`src/rtl/dsp48e2.sv`:
```
// rtl/dsp48e2.sv - reduced DSP48E2 slice: SIMD 48-bit add/sub with W/X/Y/Z muxes
// No multiplier; lanes of 48, 24 or 12 bits with the carry chain cut at lane edges.
module dsp48e2 #(
    parameter string       USE_SIMD = "ONE48",
    parameter int          AREG     = 0,
    parameter int          BREG     = 0,
    parameter int          CREG     = 0,
    parameter int          PREG     = 0,
    parameter logic [47:0] RND      = 48'h0
) (
    input  logic        clock,
    input  logic        reset,
    input  logic        ce,
    input  logic [3:0]  alumode,
    input  logic [8:0]  opmode,
    input  logic        carryin,
    input  logic [29:0] a,
    input  logic [17:0] b,
    input  logic [47:0] c,
    input  logic [47:0] pcin,
    output logic [47:0] p,
    output logic [3:0]  carryout
);
    localparam int NL = (USE_SIMD == "FOUR12") ? 4 : (USE_SIMD == "TWO24") ? 2 : 1;
    localparam int LW = 48 / NL;

    logic [29:0] a_op;
    logic [17:0] b_op;
    logic [47:0] c_op, p_fb, ab_op;
    logic [47:0] w_op, x_op, y_op, z_op, p_d;
    logic [NL-1:0] lane_co;
    logic [3:0] co_d;

    if (USE_SIMD != "ONE48" && USE_SIMD != "TWO24" && USE_SIMD != "FOUR12") begin : g_bad_simd
        $fatal(1, "dsp48e2: illegal USE_SIMD value");
    end

    if (AREG == 1) begin : g_areg
        logic [29:0] a_q;
        always_ff @(posedge clock or posedge reset) begin
            if (reset)   a_q <= '0;
            else if (ce) a_q <= a;
        end
        assign a_op = a_q;
    end else begin : g_abyp
        assign a_op = a;
    end

    if (BREG == 1) begin : g_breg
        logic [17:0] b_q;
        always_ff @(posedge clock or posedge reset) begin
            if (reset)   b_q <= '0;
            else if (ce) b_q <= b;
        end
        assign b_op = b_q;
    end else begin : g_bbyp
        assign b_op = b;
    end

    if (CREG == 1) begin : g_creg
        logic [47:0] c_q;
        always_ff @(posedge clock or posedge reset) begin
            if (reset)   c_q <= '0;
            else if (ce) c_q <= c;
        end
        assign c_op = c_q;
    end else begin : g_cbyp
        assign c_op = c;
    end

    assign ab_op = {a_op, b_op};

    always_comb begin
        x_op = '0;
        y_op = '0;
        z_op = '0;
        w_op = '0;
        case (opmode[1:0])
            2'b10:   x_op = p_fb;
            2'b11:   x_op = ab_op;
            default: x_op = '0;
        endcase
        case (opmode[3:2])
            2'b10:   y_op = '1;
            2'b11:   y_op = c_op;
            default: y_op = '0;
        endcase
        case (opmode[6:4])
            3'b001:  z_op = pcin;
            3'b010:  z_op = p_fb;
            3'b011:  z_op = c_op;
            3'b101:  z_op = $signed(pcin) >>> 17;
            3'b110:  z_op = $signed(p_fb) >>> 17;
            default: z_op = '0;
        endcase
        case (opmode[8:7])
            2'b01:   w_op = p_fb;
            2'b10:   w_op = RND;
            2'b11:   w_op = c_op;
            default: w_op = '0;
        endcase
    end

    // Each lane works two bits wider so bit LW is its carry/borrow out.
    for (genvar k = 0; k < NL; k++) begin : g_lane
        localparam logic [LW+1:0] ONE = 1;
        logic [LW+1:0] w_l, x_l, y_l, z_l, cin_l, t_l, s_l, r_l;
        always_comb begin
            w_l   = {2'b00, w_op[k*LW +: LW]};
            x_l   = {2'b00, x_op[k*LW +: LW]};
            y_l   = {2'b00, y_op[k*LW +: LW]};
            z_l   = {2'b00, z_op[k*LW +: LW]};
            cin_l = {{(LW+1){1'b0}}, (k == 0) ? carryin : 1'b0};
            t_l   = w_l + x_l + y_l + cin_l;
            s_l   = t_l + z_l;
            case (alumode)
                4'b0011: r_l = z_l - t_l;
                4'b0001: r_l = t_l - z_l - ONE;
                4'b0010: r_l = {s_l[LW+1:LW], ~s_l[LW-1:0]};
                default: r_l = s_l;
            endcase
        end
        assign p_d[k*LW +: LW] = r_l[LW-1:0];
        assign lane_co[k]      = r_l[LW];
    end

    // Lane carries land on the top carryout bit of the 12-bit groups they span.
    always_comb begin
        co_d = '0;
        for (int k = 0; k < NL; k++) begin
            co_d[(k + 1) * (4 / NL) - 1] = lane_co[k];
        end
    end

    if (PREG == 1) begin : g_preg
        logic [47:0] p_q;
        logic [3:0]  co_q;
        always_ff @(posedge clock or posedge reset) begin
            if (reset) begin
                p_q  <= '0;
                co_q <= '0;
            end else if (ce) begin
                p_q  <= p_d;
                co_q <= co_d;
            end
        end
        assign p        = p_q;
        assign carryout = co_q;
        assign p_fb     = p_q;
    end else begin : g_pbyp
        assign p        = p_d;
        assign carryout = co_d;
        assign p_fb     = '0;
    end
endmodule

```
`config.mk`:
```
export PLATFORM = sky130hd
export DESIGN_NAME = dsp48e2
export DESIGN_NICKNAME = d
export VERILOG_FILES = /design/src/rtl/dsp48e2.sv
export SDC_FILE = /design/constraint.sdc
export NUM_CORES = 1
export LEC_CHECK = 0
export ABC_CLOCK_PERIOD_IN_PS = 9600
export CELL_PAD_IN_SITES_DETAIL_PLACEMENT = 1
export CELL_PAD_IN_SITES_GLOBAL_PLACEMENT = 1
export CORE_UTILIZATION = 37
export DETAILED_ROUTE_END_ITERATION = 8
export PLACE_DENSITY = 0.83
export SYNTH_ARGS = -nofsm -noshare
export SYNTH_HDL_FRONTEND = slang
export SYNTH_SLANG_ARGS = --single-unit
```
`constraint.sdc`:
```
create_clock -name vclk -period 9.6
set_input_delay 1.92 -clock vclk [all_inputs]
set_output_delay 1.92 -clock vclk [all_outputs]
set_load 0.02 [all_outputs]
```
==> results of run 1 <==
==> cells in the mapped netlist (all sizes together), types with 29 or more instances <==
| cell | n | area [µm²] |
|---|---|---|
| nand2b | 32 | 200 |
| nor2b | 29 | 181 |
| o31ai | 29 | 228 |
| ha | 191 | 2390 |
| inv | 256 | 961 |
| clkbuf | 102 | 383 |
| nand3 | 46 | 230 |
| nand2 | 210 | 788 |
| buf | 33 | 175 |
| mux2i | 46 | 460 |
| and2 | 59 | 369 |
| o21a | 68 | 510 |
| a21oi | 261 | 1310 |
| nor2 | 188 | 706 |
| o21ai | 181 | 910 |
| fa | 52 | 1040 |
| xnor2 | 90 | 788 |
| o21bai | 46 | 345 |
| a21o | 51 | 383 |
| nor3 | 32 | 170 |
==> layer usage <==
layer	GRT overflow	GRT usage, %
met5	1	15.1
met4	9	68.0
met3	1	52.9
met2	14	92.1
met1	0	72.4
==> kinds of logic after synthesis <==
kind of cell    synth area share, %
buf+inv                        10.2
compound gates                 36.3
fa+ha+maj                      22.7
xor+xnor                       6.58
other cells                  0.0248
simple gates                   21.1
mux                            3.12
==> metrics by stage <==
stage / utilization [%] / cells
4_1_cts: 64.5 / 3739
3_5_place_dp: 56.9 / 3650
3_3_place_gp: 56.9 / 3650
2_1_floorplan: - / 2330
==> timing repair <==
action,in CTS
setup buffers,83
pin swaps,204
gates resized for setup,691
setup endpoints to repair,41
cloned,6
==> flow_summary.json, run 1 <==
{
  "status": "did not finish",
  "lastStage": "global routing (5_1_grt)",
  "error": "[ERROR GRT-0116] Global routing finished with congestion. Check the congestion regions in the DRC Viewer.",
  "port-buffer-count": 207,
  "grt_max_degree": 75,
  "placed_area_um2": 22800,
  "netlist_area_um2": 15100,
  "die_width_um": 204,
  "grt_pass1_vias": 32026,
  "yosys_warnings": 0,
  "pre_cts_slack_ns": -2.22,
  "overflow": 25,
  "avgSynthCellArea_um2": 6.50,
  "io_pins": 213,
  "rows": 73,
  "hpwl_mm": 80.4,
  "hold_buffers": 0,
  "die_h_um": 204,
  "gp_congestion": 1.13,
  "netlist_instances": 2328,
  "seq_area_frac_synth_pct": 0,
  "grt_use_total_pct": 71.6,
  "grt_pass1_wl_mm": 221,
  "ys_types": 90,
  "initial_core_util_pct": 37.8
}
==> run 2, diff against run 1 <==
Settings changed: ABC_CLOCK_PERIOD_IN_PS 9600 to 12500, CELL_PAD_IN_SITES_DETAIL_PLACEMENT 1 to unset, CELL_PAD_IN_SITES_GLOBAL_PLACEMENT 1 to unset, CORE_UTILIZATION 37 to 40, PLACE_DENSITY 0.83 to unset, PLACE_DENSITY_LB_ADDON set to 0.15.
Clock period 9.6 ns to 12.5 ns, I/O delays scaled along.
==> run 2 against run 1 <==
  * The run now ends clean
  * Synthesized cell count is the same
  * Synthesized area is the same
==> flow_summary.json, run 2 <==
{
  "vdd_drop_max_mv": 0.0422,
  "initial_core_util_pct": 41.0,
  "dieArea_um2": 38600,
  "diodes": 0,
  "worst_path_max_delay_cell": "clkdlybuf4s50_1",
  "grt_max_degree": 50,
  "drtIter0Drc": 1683,
  "p_total_w": 0.00214,
  "synth_most_common_cell": "a21oi_1",
  "worstSetupPathType": "input port to output port",
  "min_period_ns": 12.25,
  "drv_cap": 0,
  "layout_commonest_cell": "a21oi_1",
  "die_width_um": 196,
  "maxSlewViolCount": 0,
  "gp_congestion": 1.04,
  "final_cell_mix": "a21oi_1, inv_1, buf_4",
  "seq_cells": 0,
  "netlist_area_um2": 15100,
  "first_pass_iters": 6,
  "switching_share_pct": 59.5,
  "intPower_w": 0.000866,
  "grt_pass1_vias": 17404,
  "combPwrFrac_pct": 100.0,
  "netlist_instances": 2328,
  "powerDensity_nw_per_um2": 111,
  "vias": 18647,
  "fin_cells": 3143,
  "die_h_um": 196,
  "vias_per_cell": 5.93,
  "regArea_um2": 0,
  "worstSetupStartpointType": "input port",
  "wire_per_inst_um": 21.7,
  "cp-end-kind": "output port",
  "fin_util_pct": 52.3,
  "hold_viol_final": 0,
  "drc": 0,
  "antenna_found_initial": 0,
  "clkPwrFrac_pct": 0,
  "grt_pass1_wl_mm": 103,
  "max_slew_margin_pct": 23.8,
  "yosysTopAreaCellShare_pct": 15.8,
  "ant_nets": 0,
  "setup_violations": 0,
  "grt_use_total_pct": 34.3,
  "nFillCells": 3786,
  "status": "finished clean",
  "seq_area_frac_synth_pct": 0,
  "wirelength_mm": 68.3,
  "clkbuf_count": 0,
  "synth_common_cells": "a21oi_1, inv_1, nand2_1",
  "hold_buffers": 0,
  "ys_top_cells_by_area": "ha_1, a21oi_1, fa_1, inv_1, nand2_1",
  "p_sw_w": 0.00127,
  "yosys_warnings": 0,
  "power.leakage_nw": 8.96,
  "seqPwrFrac_pct": 0,
  "min_period_over_period_pct": 98.0,
  "io_pins": 213,
  "max_freq_mhz": 81.6,
  "ys_types": 90,
  "cpMostUsedCell": "buf_4",
  "hp-class": "input port to output port",
  "core_um2": 36900,
  "setup_tns_ns": 0,
  "syn_to_final_growth_pct": 27.6,
  "drive_gt1_share_pct": 12.0,
  "rows": 70,
  "port-buffer-count": 207,
  "worst_path_largest_cell_delay_ns": 0.68,
  "overflow": 0,
  "hpwl_mm": 58.0,
  "tightest_slew_ns": 1.14,
  "arrival_ns": 9.75,
  "place_inst": 3140,
  "avgSynthCellArea_um2": 6.50,
  "hold_depth": 4,
  "finalHoldWorstSlack_ns": 6.15,
  "path_max_fanout": 15,
  "nNetsFinal": 3045,
  "synth_area_leader_cell": "ha_1",
  "cp.required_ns": 10.00
}
[run 2: cell counts after synthesis]
No cell type changed its count.
[run 2: worst max-delay path: cells and delay by family]
kind,cells,cell delay [ns]
buf+inv,9,2.04
fa+ha+maj,4,1.56
compound gates,11,2.15
simple gates,5,0.98
xor+xnor,2,0.48
[run 2: final timing paths]
| kind | start | endpoint |
|---|---|---|
| max | opmode[2] | p[25] |
| min | alumode[1] | p[1] |
[run 2: timing repair]
action	in CTS	in global routing
setup buffers	0	3
resized for setup	0	45
endpoints found under the setup margin	0	20
endpoints found under the hold margin	0	0
[run 2: cell families (layout without fill, tap and decap cells)]
logic type / Yosys count / count (layout) / share of synthesized area (%)
other cells: 1 / 3 / 0.0248
fa+ha+maj: 243 / 243 / 22.7
compound gates: 851 / 851 / 36.3
mux: 47 / 47 / 3.12
simple gates: 677 / 677 / 21.1
buf+inv: 397 / 706 / 10.2
xor+xnor: 112 / 112 / 6.58
[run 2: cell type report]
class | instances | area (µm²) | share of cell area, %
multi-input combinational | 1933 | 13800 | 71.3
timing repair buffer | 444 | 3920 | 20.3
inverter | 262 | 983 | 5.10
tap | 504 | 631 | 3.27
[run 2: per-stage QoR]
step                worst slack, ns  area (µm²)
floorplan                      1.54       15100
global placement             0.0973       19100
detailed placement           0.0550       19100
CTS                          0.0365       19100
global route               -0.00777       19300
finish                        0.247       19300
[run 2: power by group through the flow]
stage | registers [W] | clock network, W | logic [W]
floorplan | 0 | 0 | 0.00122
global route | 0 | 0 | 0.00229
detailed placement | 0 | 0 | 0.00207
CTS | 0 | 0 | 0.00207
finish | 0 | 0 | 0.00214
global placement | 0 | 0 | 0.00205
[run 2: layer usage]
| metal | global-route usage (%) | part of all wire [%] | up-vias |
|---|---|---|---|
| met2 | 52.5 | 42 | 930 |
| met5 | 0 | 0 | - |
| met1 | 51.8 | 48 | 8854 |
| met3 | 2.91 | 8.6 | 69 |
| met4 | 6.25 | 2.0 | 0 |
| li1 | - | - | 8794 |
Note: power is estimated with default switching activity, not from simulation.
==> run 3, diff against run 2 <==
Settings changed: CORE_UTILIZATION 40 to 50, PLACE_DENSITY set to 0.84, PLACE_DENSITY_LB_ADDON 0.15 to unset, SLEW_MARGIN set to 40.
==> run 3 against run 2 <==
  * Setup slack improved by 0.0077 ns
  * Sequential share of layout area unchanged
  * First-iteration DRC count up 26%
  * Critical path type unchanged
==> flow_summary.json, run 3 (synthesis gave the netlist of run 2 again) <==
{
  "placed_area_um2": 18700,
  "setup_violations": 0,
  "fin_cells": 2994,
  "clkbuf_count": 0,
  "rows": 63,
  "max_freq_mhz": 81.7,
  "min_period_ns": 12.24,
  "cp.required_ns": 10.00,
  "max_slew_margin_pct": 44.3,
  "vias_per_cell": 6.29,
  "grt_use_total_pct": 40.9,
  "vias": 18825,
  "port-buffer-count": 207,
  "wirelength_mm": 65.6,
  "worstSetupPathType": "input port to output port",
  "arrival_ns": 9.74,
  "regArea_um2": 0,
  "final_cell_mix": "a21oi_1, inv_1, nand2_1",
  "drive_gt1_share_pct": 11.0,
  "hp-class": "input port to output port",
  "grt_pass1_vias": 17357,
  "overflow": 0,
  "layout_commonest_cell": "a21oi_1",
  "nNetsFinal": 3010,
  "grt_max_degree": 50,
  "diodes": 0,
  "ant_nets": 0,
  "drtIter0Drc": 2125,
  "worst_path_max_delay_cell": "clkdlybuf4s50_1",
  "vdd_drop_max_mv": 0.0448,
  "drc": 0,
  "cp-end-kind": "output port",
  "place_inst": 2992,
  "cp-startpoint": "opmode[2]",
  "io_pins": 213,
  "final_cell_area_um2": 18900,
  "finalHoldWorstSlack_ns": 6.16,
  "maxSlewViolCount": 0,
  "syn_to_final_growth_pct": 25.0,
  "hold_viol_final": 0,
  "path_max_fanout": 26,
  "die_h_um": 176,
  "dieArea_um2": 30900,
  "drv_cap": 0,
  "grt_pass1_wl_mm": 98.6,
  "powerDensity_nw_per_um2": 112,
  "initial_core_util_pct": 50.9,
  "first_pass_iters": 6,
  "die_width_um": 176,
  "status": "finished clean",
  "tightest_slew_ns": 0.830,
  "antenna_found_initial": 0,
  "worstSetupStartpointType": "input port",
  "hp-start": "alumode[1]",
  "hpwl_mm": 54.6,
  "core_um2": 29700,
  "min_period_over_period_pct": 98.0,
  "wire_per_inst_um": 21.9,
  "seq_cells": 0,
  "power.leakage_nw": 8.72,
  "worst_path_largest_cell_delay_ns": 0.59,
  "gp_congestion": 1.04
}
## run 3: worst max-delay path: cells and delay by family
family	cells	cell delay [ns]
fa+ha+maj	4	1.45
xor+xnor	1	0.22
simple gates	5	0.96
buf+inv	7	1.65
compound gates	13	2.93
## run 3: final timing paths
path	to	slack, ns	depth (start not counted)
hold / removal	p[1]	6.16	4
setup / recovery	p[33]	0.26	30
## run 3: layer usage
layer	track usage (%)	up-vias	wire length (µm)
met5	0	-	0
met2	61.3	1136	27100
met3	7.64	129	7600
met1	58.5	8838	28600
met4	12.7	0	2360
li1	-	8722	-
## run 3: stage by stage
step	util [%]	TNS [ns]	worst slack [ns]	total power (W)
CTS	63.0	0	0.136	0.00203
detailed placement	63.0	0	0.146	0.00202
finish	63.6	0	0.255	0.00211
floorplan	-	0	1.54	0.00122
global placement	62.8	0	0.328	0.00200
global route	63.6	-0.0181	-0.0181	0.00225
## run 3: layout make-up
type,instances,area (µm²)
Fill cell,2721,10800
Tap cell,390,488
Multi-Input combinational cell,1933,13800
Inverter,262,983
Timing Repair Buffer,409,3670
## run 3: report_power, final
group          switching, W  internal, W
Sequential                0            0
Combinational       0.00126     0.000853
Clock                     0            0
## run 3: timing repair
| action | 4_1_cts | 5_1_grt |
|---|---|---|
| gates resized for setup | 0 | 41 |
| hold buffers | 0 | 0 |
| endpoints found under the setup margin | 0 | 22 |
| hold endpoints to repair | 0 | 0 |
| buffers inserted | 0 | 2 |
==> run 4, diff against run 3 <==
Settings changed: CORE_MARGIN set to 1.5.
==> run 4 against run 3 <==
  * Sequential share of layout area is the same
  * Die area grew 1.1%
  * Final cell count is essentially flat
  * Critical endpoint is now p[35]
  * Setup slack gained 0.017 ns
  * Count of clock-buffer cells in the layout is the same
==> flow_summary.json, run 4 (synthesis gave the netlist of run 2 again) <==
{
  "powerDensity_nw_per_um2": 112,
  "final_cell_mix": "a21oi_1, inv_1, nand2_1",
  "p_sw_w": 0.00127,
  "wirelength_mm": 65.9,
  "vias_per_cell": 6.35,
  "vias": 18992,
  "die_width_um": 177,
  "max_slew_margin_pct": 37.9,
  "cp.required_ns": 10.00,
  "wire_per_inst_um": 22.0,
  "hold_viol_final": 0,
  "path_depth": 29,
  "arrival_ns": 9.73,
  "gp_congestion": 1.07,
  "hold_depth": 5,
  "hp-class": "input port to output port",
  "max_freq_mhz": 81.8,
  "min_period_ns": 12.23,
  "setup_violations": 0,
  "tightest_slew_ns": 0.922,
  "overflow": 0,
  "hold_buffers": 0,
  "drc": 0,
  "finalHoldWorstSlack_ns": 6.21,
  "drv_cap": 0,
  "grt_pass1_wl_mm": 100,
  "clkbuf_count": 0,
  "cp-end-kind": "output port",
  "clkPwrFrac_pct": 0,
  "seqPwrFrac_pct": 0,
  "hpwl_mm": 54.8,
  "grt_max_degree": 75,
  "drive_gt1_share_pct": 11.0,
  "seq_cells": 0,
  "power.leakage_nw": 8.70,
  "drtIter0Drc": 2128,
  "syn_to_final_growth_pct": 24.8,
  "diodes": 0,
  "nNetsFinal": 3009,
  "setup_tns_ns": 0,
  "path_buf_inv": 7,
  "grt_pass1_vias": 17725,
  "min_period_over_period_pct": 97.8,
  "combPwrFrac_pct": 100.0,
  "port-buffer-count": 207,
  "path_max_fanout": 48,
  "first_pass_iters": 6,
  "initial_core_util_pct": 50.9,
  "die_h_um": 177,
  "worstSetupStartpointType": "input port",
  "vdd_drop_max_mv": 0.0402,
  "maxSlewViolCount": 0,
  "worstSetupPathType": "input port to output port",
  "dieArea_um2": 31300,
  "crit_family": "compound AO/OA/AOI/OAI gates",
  "fin_util_pct": 63.5,
  "status": "finished clean",
  "io_pins": 213,
  "core_um2": 29700,
  "cpMostUsedCell": "o21ai_0",
  "worst_path_largest_cell_delay_ns": 0.66,
  "worst_path_max_delay_cell": "clkdlybuf4s50_1",
  "intPower_w": 0.000847,
  "grt_use_total_pct": 41.1,
  "layout_commonest_cell": "a21oi_1",
  "antenna_found_initial": 0,
  "regArea_um2": 0,
  "rows": 63,
  "switching_share_pct": 59.9,
  "ant_nets": 0
}
==> run 4: metal layers <==
layer	up-vias	track usage (%)	part of all wire (%)
met5	-	0	0
met4	0	12.2	3.5
met3	150	8.93	12
met2	1199	61.0	41
met1	8917	59.0	43
li1	8726	-	-
==> run 4: through the flow <==
step | setup slack, ns | cell area, µm² | power (W) | cells
detailed placement | 0.120 | 18700 | 0.00202 | 2992
floorplan | 1.54 | 15100 | 0.00122 | 2330
global placement | 0.241 | 18700 | 0.00200 | 2992
finish | 0.272 | 18900 | 0.00211 | 2993
global route | -0.0439 | 18900 | 0.00225 | 2993
CTS | 0.107 | 18700 | 0.00203 | 2992
==> run 4: power by group through the flow <==
stage,Sequential [W],Clock (W),Combinational (W)
4_1_cts,0,0,0.00203
3_3_place_gp,0,0,0.00200
6_report,0,0,0.00211
3_5_place_dp,0,0,0.00202
5_1_grt,0,0,0.00225
2_1_floorplan,0,0,0.00122
==> run 4: layout make-up <==
type / instances / area [µm²]
fillers: 2746 / 10800
inverters: 262 / 985
repair buffers: 408 / 3640
multi-input cells: 1933 / 13800
well taps: 390 / 488
==> run 4: worst paths after layout <==
kind | slack, ns | to | startpoint
setup / recovery | 0.27 | p[35] | opmode[3]
hold / removal | 6.21 | carryout[3] | a[29]
==> run 4: what timing repair did <==
item | CTS | global route
gates resized for setup | 0 | 43
endpoints found under the hold margin | 0 | 0
setup endpoints to repair | 0 | 14
buffers inserted | 0 | 1
